`config.mk`:
```
export PLATFORM = sky130hd
export DESIGN_NAME = tpu_host_driver
export DESIGN_NICKNAME = d
export VERILOG_FILES = /design/src/rtl/tpu_host_driver.sv
export SDC_FILE = /design/constraint.sdc
export NUM_CORES = 1
export LEC_CHECK = 0
export ABC_CLOCK_PERIOD_IN_PS = 4900
export CORE_UTILIZATION = 39
export CTS_CLUSTER_SIZE = 30
export DETAILED_ROUTE_END_ITERATION = 7
export GPL_ROUTABILITY_DRIVEN = 0
export PLACE_DENSITY = 0.65
export SKIP_LAST_GASP = 1
export SYNTH_ARGS = -nofsm -noshare
export SYNTH_HDL_FRONTEND = slang
export SYNTH_SLANG_ARGS = --single-unit
```
`constraint.sdc`:
```
create_clock -name clk -period 4.9 [get_ports clk]
set_clock_uncertainty 0.1 [all_clocks]
set_input_delay 0.98 -clock clk [delete_from_list [all_inputs] [get_ports clk]]
set_output_delay 0.98 -clock clk [all_outputs]
set_load 0.05 [all_outputs]
```
`src/rtl/tpu_host_driver.sv`:
```
// Purpose    : host-side job driver for the 2x2 systolic TPU; loads 4 weights + 4 inputs, collects 4 int16 results.
// Latency    : acceptance to res_valid = 17 cycles when done is seen in the first WAIT cycle (plus CAPTURE_SKEW).
// Backpressure: cmd_ready only in IDLE; results are held on res_* until res_valid && res_ready.
//
// Ports:
//   clk, rst_n                      clock, asynchronous active-low reset
//   cmd_valid/cmd_ready             job request; cmd_weights {w3,w2,w1,w0}, cmd_inputs {x3,x2,x1,x0}, cmd_transpose
//   load_en, host_indata            TPU byte-load strobe and byte (w0..w3 then x0..x3)
//   transpose                       TPU transpose control, held from acceptance until the next job
//   tpu_done, tpu_outdata           TPU completion flag and 8-byte result stream (c00 hi/lo .. c11 hi/lo)
//   res_valid/res_ready             result handshake; res_c00..res_c11 signed results, res_err on timeout
//   busy                            high whenever a job is in flight
module tpu_host_driver #(
    parameter int TIMEOUT      = 64,
    parameter int CAPTURE_SKEW = 0
) (
    input  logic        clk,
    input  logic        rst_n,
    input  logic        cmd_valid,
    output logic        cmd_ready,
    input  logic [31:0] cmd_weights,
    input  logic [31:0] cmd_inputs,
    input  logic        cmd_transpose,
    output logic        load_en,
    output logic [7:0]  host_indata,
    output logic        transpose,
    input  logic        tpu_done,
    input  logic [7:0]  tpu_outdata,
    output logic        res_valid,
    input  logic        res_ready,
    output logic [15:0] res_c00,
    output logic [15:0] res_c01,
    output logic [15:0] res_c10,
    output logic [15:0] res_c11,
    output logic        res_err,
    output logic        busy
);

    localparam int TMO_W = (TIMEOUT > 1) ? $clog2(TIMEOUT) : 1;
    localparam int SKW_W = (CAPTURE_SKEW > 1) ? $clog2(CAPTURE_SKEW) : 1;

    typedef enum logic [2:0] {
        IDLE    = 3'd0,
        LOAD    = 3'd1,
        WAIT    = 3'd2,
        SKEW    = 3'd3,
        CAPTURE = 3'd4,
        RESULT  = 3'd5
    } state_t;

    state_t             state_q;
    state_t             state_d;

    logic [63:0]        load_q;       // {x3,x2,x1,x0,w3,w2,w1,w0}: byte n is sent in LOAD cycle n
    logic [63:0]        res_q;        // {c00,c01,c10,c11}: stream byte k lands at bits [63-8k -: 8]
    logic [2:0]         byte_cnt_q;   // shared by LOAD and capture; wraps 7->0 on leaving LOAD
    logic [TMO_W-1:0]   tmo_cnt_q;
    logic [SKW_W-1:0]   skw_cnt_q;
    logic               err_q;
    logic               transpose_q;

    logic               accept;
    logic               capture;
    logic               timeout;
    logic               handshake;

    // State register
    always_ff @(posedge clk or negedge rst_n) begin
        if (!rst_n) begin
            state_q <= IDLE;
        end else begin
            state_q <= state_d;
        end
    end

    // Next state, handshake outputs and datapath strobes
    always_comb begin
        state_d   = state_q;
        accept    = 1'b0;
        capture   = 1'b0;
        timeout   = 1'b0;
        handshake = 1'b0;
        cmd_ready = 1'b0;
        load_en   = 1'b0;
        res_valid = 1'b0;
        case (state_q)
            IDLE: begin
                cmd_ready = 1'b1;
                if (cmd_valid) begin
                    accept  = 1'b1;
                    state_d = LOAD;
                end
            end
            LOAD: begin
                load_en = 1'b1;
                if (byte_cnt_q == 3'd7) begin
                    state_d = WAIT;
                end
            end
            WAIT: begin
                // done wins over the watchdog when both land on the same cycle
                if (tpu_done) begin
                    if (CAPTURE_SKEW == 0) begin
                        capture = 1'b1;          // this cycle is capture cycle 0
                        state_d = CAPTURE;
                    end else begin
                        state_d = SKEW;
                    end
                end else if (tmo_cnt_q == TMO_W'(TIMEOUT - 1)) begin
                    timeout = 1'b1;
                    state_d = RESULT;
                end
            end
            SKEW: begin
                // last skew cycle samples byte 0, so byte 0 is CAPTURE_SKEW cycles after done
                if (skw_cnt_q == SKW_W'(CAPTURE_SKEW - 1)) begin
                    capture = 1'b1;
                    state_d = CAPTURE;
                end
            end
            CAPTURE: begin
                capture = 1'b1;
                if (byte_cnt_q == 3'd7) begin
                    state_d = RESULT;
                end
            end
            RESULT: begin
                res_valid = 1'b1;
                if (res_ready) begin
                    handshake = 1'b1;
                    state_d   = IDLE;
                end
            end
            default: state_d = IDLE;
        endcase
    end

    // Job datapath
    always_ff @(posedge clk or negedge rst_n) begin
        if (!rst_n) begin
            load_q      <= '0;
            res_q       <= '0;
            byte_cnt_q  <= '0;
            tmo_cnt_q   <= '0;
            skw_cnt_q   <= '0;
            err_q       <= 1'b0;
            transpose_q <= 1'b0;
        end else begin
            if (accept) begin
                load_q      <= {cmd_inputs, cmd_weights};
                transpose_q <= cmd_transpose;
                res_q       <= '0;
                byte_cnt_q  <= '0;
            end

            if (load_en || capture) begin
                byte_cnt_q <= byte_cnt_q + 3'd1;
            end

            if (state_q == LOAD) begin
                tmo_cnt_q <= '0;
            end else if (state_q == WAIT) begin
                tmo_cnt_q <= tmo_cnt_q + 1'b1;
            end

            if (state_q == WAIT) begin
                skw_cnt_q <= '0;
            end else if (state_q == SKEW) begin
                skw_cnt_q <= skw_cnt_q + 1'b1;
            end

            // ~byte_cnt_q == 7 - byte_cnt_q: byte 0 is the high byte of c00
            if (capture) begin
                res_q[{~byte_cnt_q, 3'b000} +: 8] <= tpu_outdata;
            end

            if (timeout) begin
                res_q <= '0;
                err_q <= 1'b1;
            end

            if (handshake) begin
                err_q <= 1'b0;
            end
        end
    end

    assign busy        = (state_q != IDLE);
    assign host_indata = load_en ? load_q[{byte_cnt_q, 3'b000} +: 8] : 8'h00;
    assign transpose   = transpose_q;
    assign res_err     = err_q;
    assign res_c00     = res_q[63:48];
    assign res_c01     = res_q[47:32];
    assign res_c10     = res_q[31:16];
    assign res_c11     = res_q[15:0];

endmodule

```
==> results.py, run 1 <==
metrics = {
    "outcome": {
        "status": "completed",
    },
    "global_routing": {
        "grt_pass1_vias": 4862,
        "antenna_found_initial": 1,
        "grt_usage": 0.206,
        "grt_max_degree": 79,
        "grt_pass1_wl_um": 25900,
        "overflow": 0,
    },
    "yosys": {
        "ys.flop_type": "dfrtp_1",
        "ys_ff_latch": 143,
        "syn_area_um2": 6460,
        "yosysTopAreaCell": "dfrtp_1",
        "synth_nets": 587,
        "ys_seq_area_frac": 0.554,
        "synth_edf_count": 0,
        "postSynthAreaPerCell_um2": 12.8,
        "async_flop_share": 1.00,
        "synth_top_area_frac": 0.554,
        "netlist_top_cells_area": "dfrtp_1 (55%), mux2_2 (12%), mux2i_1 (5.6%), mux4_2 (5.6%), o211ai_1 (4.6%)",
        "syn-instance-count": 505,
        "synth_warnings": 0,
        "synth_cell_types": 45,
    },
    "cells_and_area": {
        "areaGrowthSynthToFinish_pct": 35.5,
        "drive_above_1_share": 0.211,
        "diodes": 0,
        "nNetsFinal": 729,
        "fillers": 1376,
    },
    "worst_setup_path": {
        "crit_fanout": 17,
        "critical_path_class": "flop to primary output",
        "cpPeakStageDelay_ns": 0.94,
        "crit_path_top_delay_cell": "dfrtp_1",
        "cp.arrival_ns": 2.94,
        "path_delay_family": "flip-flops",
        "cp_cell_sequence": "mux4_2 -> mux2i_1 -> nor2_1 -> clkdlybuf4s50_1",
        "worst_ep_required_time_ns": 3.82,
        "cp-end-kind": "primary output",
        "start_kind": "flop",
        "path_buf_inv": 1,
    },
    "floorplan": {
        "io_pins": 156,
        "start_util": 0.404,
        "coreArea_um2": 16000,
        "dieArea_um2": 17100,
        "die_y_um": 131,
        "fp.dieW_um": 131,
        "row_count": 46,
    },
    "clock_network": {
        "cts_sinks": 143,
        "clk_path_buf_depth": 2,
        "cts_setup_buffers": 0,
        "clockRootBuffer": "clkbuf_16",
        "cts_buffers": 17,
        "clkLatencyLatePin_ns": 0.42,
        "holdBufCountCts": 0,
        "htree_levels": 4,
        "cts_resized": 0,
        "cts_tree": "yes",
        "path_clk_slew_ns": 0.06,
    },
    "worst_hold_path": {
        "hp-class": "flop to flop",
    },
    "power_and_ir_drop": {
        "ir_drop_v": 0.000689,
        "power_density_nw_per_um2": 703,
        "total_leakage_power_nw": 3.69,
        "finalPower_w": 0.00615,
    },
    "sta": {
        "timing.final.crit_share": 0.820,
        "finalSetupTns_ns": 0,
        "clock.fmax_mhz": 249,
        "worst_slew_pin_slew_ns": 1.22,
        "min_period_ns": 4.02,
        "rsz0062_at_grt": "false",
        "slew_violations": 0,
        "finalSetupViolations": 0,
        "hold_viol_final": 0,
        "relSlewSlack": 0.189,
    },
    "placement": {
        "io_buffers": 155,
        "dp_hpwl_um": 11600,
    },
    "drt": {
        "avgRoutedWirePerCell_um": 18.6,
        "first_pass_iters": 4,
        "drtIter0Drc": 303,
        "drt-total-wl_um": 16300,
        "postRouteAntennaNets": 0,
        "vias": 4615,
        "drc": 0,
        "vias_per_cell": 5.27,
    },
    "job": {
        "drv_cap": 0,
    },
}
path summary, 6_finish.rpt:
kind / start / depth (start not counted) / end / slack (ns)
min: load_q[52]$_DFFE_PN0P_ / 1 / load_q[52]$_DFFE_PN0P_ / 0.40
max: byte_cnt_q[0]$_DFFE_PN0P_ / 4 / host_indata[0] / 0.88
min reg2reg: load_q[52]$_DFFE_PN0P_ / 1 / load_q[52]$_DFFE_PN0P_ / 0.40
max reg2reg: byte_cnt_q[0]$_DFFE_PN0P_ / 8 / res_q[59]$_DFF_PN0_ / 1.50
max in group asynchronous: rst_n / 2 / res_q[34]$_DFF_PN0_ / 3.24
min in group asynchronous: rst_n / 1 / res_q[6]$_DFF_PN0_ / 0.50
metal layers:
layer  track usage  up-vias  wire (um)
li1              -     2126          -
met1         0.242     2306       6680
met2         0.353      154       8130
met5             0        -         13
met4        0.0791        2        333
met3        0.0639       27       1160
worst reg2reg max path: stages (launching register included):
cell	delay (ns)
dfrtp_1	0.94
buf_4	0.28
ha_1	0.18
ha_1	0.30
nor4b_1	0.27
a21oi_1	0.08
buf_4	0.21
or4_1	0.68
mux2i_1	0.21
kinds of logic after synthesis:
group	share of synthesized area
adder cells (fa/ha/maj)	0.00775
AND/OR/NAND/NOR	0.0695
flip-flops	0.554
multiplexers	0.231
AO/OA/AOI/OAI	0.104
buffers and inverters	0.0312
XOR/XNOR	0.00271
stage by stage:
step / area, um2 / instances / utilization / hold slack, ns / worst slack [ns]
floorplan: 6460 / 505 / - / 0.337 / 1.41
global placement: 8170 / 844 / 0.510 / 0.360 / 1.32
detailed placement: 8170 / 844 / 0.510 / 0.392 / 1.26
CTS: 8760 / 876 / 0.547 / 0.406 / 0.796
global route: 8760 / 876 / 0.547 / 0.420 / 0.614
finish: 8760 / 876 / 0.547 / 0.403 / 0.880
layout make-up:
class | count | area [um2] | share of cell area
tap | 216 | 270 | 0.0309
inverter | 6 | 22.5 | 0.00257
sequential | 143 | 3580 | 0.409
clock inverter | 15 | 164 | 0.0187
multi-input combinational | 317 | 2690 | 0.307
timing repair buffer | 162 | 1610 | 0.183
clock buffer | 17 | 425 | 0.0486
cell usage after synthesis, types with 3 or more instances:
| cell type | n |
|---|---|
| a21oi_1 | 4 |
| o21ai_0 | 46 |
| nand3_1 | 5 |
| nor2_1 | 14 |
| or2_2 | 5 |
| nand2b_1 | 3 |
| mux4_2 | 16 |
| o211ai_1 | 40 |
| clkbuf_1 | 20 |
| nor2b_1 | 4 |
| nand2_1 | 41 |
| buf_2 | 14 |
| mux2_2 | 67 |
| dfrtp_1 | 143 |
| ha_1 | 4 |
| inv_1 | 6 |
| mux2i_1 | 36 |
layout by cell type, fill, tap and decap left out, drive strengths merged, types with 2 or more instances in the layout:
cell type      instances
nand2                 41
nor4b                  3
mux4                  16
a22o                   2
a21oi                  4
clkbuf                17
nand3                  5
a22oi                  2
clkinvlp               3
or3b                   2
inv                   15
ha                     4
o211ai                40
clkdlybuf4s50        154
mux2i                 36
buf                    8
nor2b                  4
and3                   2
mux2                  68
clkinv                 2
dfrtp                143
or2                    5
o21ai                 48
nor2                  15
or4                    2
and2                   2
nand2b                 3
power by group:
group	switching, W	internal [W]	total [W]
registers	0.000432	0.00165	0.00208
logic	0.00160	0.00119	0.00279
clock network	0.000561	0.000723	0.00128
registers in the layout, indices dropped and copies added (netlist names):
register / cells
byte_cnt_q: 3
res_q: 64
state_q: 3
tmo_cnt_q: 6
skw_cnt_q: 1
transpose: 1
res_err: 1
load_q: 64
Power figures use the tool's default switching activity.
==> run 2, diff against run 1 <==
--- a/config.mk
+++ b/config.mk
@@ -5,12 +5,12 @@
 export SDC_FILE = /design/constraint.sdc
 export NUM_CORES = 1
 export LEC_CHECK = 0
-export ABC_CLOCK_PERIOD_IN_PS = 4900
+export ABC_CLOCK_PERIOD_IN_PS = 3600
 export CORE_UTILIZATION = 39
 export CTS_CLUSTER_SIZE = 30
 export DETAILED_ROUTE_END_ITERATION = 7
 export GPL_ROUTABILITY_DRIVEN = 0
-export PLACE_DENSITY = 0.65
+export PLACE_DENSITY = 0.68
 export SKIP_LAST_GASP = 1
 export SYNTH_ARGS = -nofsm -noshare
 export SYNTH_HDL_FRONTEND = slang
==> constraint.sdc (replaced) <==
create_clock -name clk -period 3.6 [get_ports clk]
set_clock_uncertainty 0.1 [all_clocks]
set_input_delay 0.72 -clock clk [delete_from_list [all_inputs] [get_ports clk]]
set_output_delay 0.72 -clock clk [all_outputs]
set_load 0.05 [all_outputs]
==> results.py, run 2 (synthesis gave the netlist of run 1 again) <==
metrics = {
    "outcome": {
        "status": "completed",
    },
    "global_routing": {
        "antenna_found_initial": 0,
        "grt_pass1_wl_um": 24700,
        "grt_pass1_vias": 4679,
        "grt_usage": 0.193,
        "overflow": 0,
        "grt_max_degree": 82,
    },
    "drt": {
        "avgRoutedWirePerCell_um": 17.8,
        "drtIter0Drc": 365,
        "vias": 4647,
        "drt-total-wl_um": 15600,
        "postRouteAntennaNets": 0,
        "vias_per_cell": 5.28,
        "first_pass_iters": 5,
        "drc": 0,
    },
    "power_and_ir_drop": {
        "combPwrFrac": 0.475,
        "switching_share": 0.420,
        "p_switching_w": 0.00352,
        "power_frac_seq": 0.316,
        "power_density_nw_per_um2": 952,
        "total_leakage_power_nw": 3.74,
        "ir_drop_v": 0.000473,
        "clkPwrFrac": 0.210,
        "p_int_w": 0.00485,
    },
    "cells_and_area": {
        "final_util": 0.550,
        "fillers": 1383,
        "layout_common_cells": "clkdlybuf4s50_1 (146), dfrtp_1 (143), mux2_2 (67)",
        "final_common_cell": "clkdlybuf4s50_1",
        "diodes": 0,
        "areaGrowthSynthToFinish_pct": 36.1,
        "top_regs": "load_q (64), res_q (64), tmo_cnt_q (6)",
        "fin_area_um2": 8790,
        "drive_above_1_share": 0.227,
        "nNetsFinal": 733,
    },
    "clock_network": {
        "cts_tree": "yes",
        "holdBufCountCts": 0,
        "cts_sinks": 143,
        "htree_levels": 4,
        "cts_resized": 0,
        "cts_setup_buffers": 0,
        "path_clk_slew_ns": 0.07,
        "clockRootBuffer": "clkbuf_16",
        "clkLatencyLatePin_ns": 0.42,
        "cts_buffers": 17,
        "clk_path_buf_depth": 2,
    },
    "floorplan": {
        "die_y_um": 131,
        "dieArea_um2": 17100,
        "coreArea_um2": 16000,
        "start_util": 0.404,
        "io_pins": 156,
        "row_count": 46,
        "fp.dieW_um": 131,
    },
    "sta": {
        "whs_ns": 0.253,
        "worst_slew_pin_slew_ns": 0.741,
        "min_period_ns": 3.42,
        "timing.final.crit_share": 0.950,
        "hold_viol_final": 0,
        "slew_violations": 0,
        "relSlewSlack": 0.506,
        "clock.fmax_mhz": 292,
        "finalSetupTns_ns": 0,
        "rsz0062_at_grt": "false",
        "finalSetupViolations": 0,
    },
    "worst_setup_path": {
        "crit_fanout": 15,
        "cp.arrival_ns": 2.60,
        "critical_path_class": "flop to primary output",
        "worst_ep_required_time_ns": 2.78,
        "start_kind": "flop",
        "cp-end-kind": "primary output",
    },
    "placement": {
        "io_buffers": 155,
        "place_area_um2": 8200,
        "dp_hpwl_um": 11100,
    },
    "worst_hold_path": {
        "hp-class": "input pin to asynchronous set/reset pin",
    },
    "job": {
        "drv_cap": 0,
    },
}
run 2: final timing paths:
path	from	endpoint	slack, ns	cells after the start
min in group clk	tmo_cnt_q[5]$_DFFE_PN0P_	tmo_cnt_q[5]$_DFFE_PN0P_	0.39	1
setup / recovery	state_q[1]$_DFFE_PN0P_	load_en	0.18	3
setup reg to reg	byte_cnt_q[2]$_DFFE_PN0P_	res_q[2]$_DFF_PN0_	0.95	6
max in group asynchronous	rst_n	res_q[26]$_DFF_PN0_	2.40	2
hold reg to reg	tmo_cnt_q[5]$_DFFE_PN0P_	tmo_cnt_q[5]$_DFFE_PN0P_	0.39	1
hold / removal	rst_n	res_q[6]$_DFF_PN0_	0.25	1
run 2: cell type report:
cell class | instances | area, um2 | share of cell area
flip-flops and latches | 143 | 3580 | 0.407
multi-input cells | 317 | 2690 | 0.306
repair buffers | 166 | 1640 | 0.187
clock buffers | 17 | 425 | 0.0484
well taps | 216 | 270 | 0.0307
clock inverters | 15 | 166 | 0.0189
inverters | 6 | 22.5 | 0.00256
run 2: per-layer routing:
metal | routed length, um | up-vias | track usage
met5 | 0 | - | 0
met4 | 240 | 0 | 0.0676
met3 | 1400 | 18 | 0.0704
met2 | 7380 | 175 | 0.308
met1 | 6600 | 2316 | 0.242
li1 | - | 2138 | -
run 2: worst max-delay path, cell delays in order, from the launching register on:
cell,delay [ns]
dfrtp_1,0.56
or3b_2,0.66
inv_1,0.15
clkdlybuf4s50_1,0.81
run 2: power groups by stage:
stage | logic, W | clock network, W | registers, W
after floorplan | 0.00209 | 0 | 0.00333
after global placement | 0.00394 | 0 | 0.00263
after detailed placement | 0.00401 | 0 | 0.00268
after CTS | 0.00402 | 0.00179 | 0.00265
after global routing | 0.00423 | 0.00186 | 0.00272
final | 0.00397 | 0.00176 | 0.00264
run 2: per-stage QoR:
| stage | worst slack (ns) | power [W] | instances |
|---|---|---|---|
| final | 0.178 | 0.00837 | 880 |
| after global routing | 0.0834 | 0.00881 | 880 |
| after CTS | 0.157 | 0.00846 | 880 |
| after detailed placement | 0.605 | 0.00668 | 848 |
| after global placement | 0.643 | 0.00657 | 848 |
| after floorplan | 0.365 | 0.00541 | 505 |
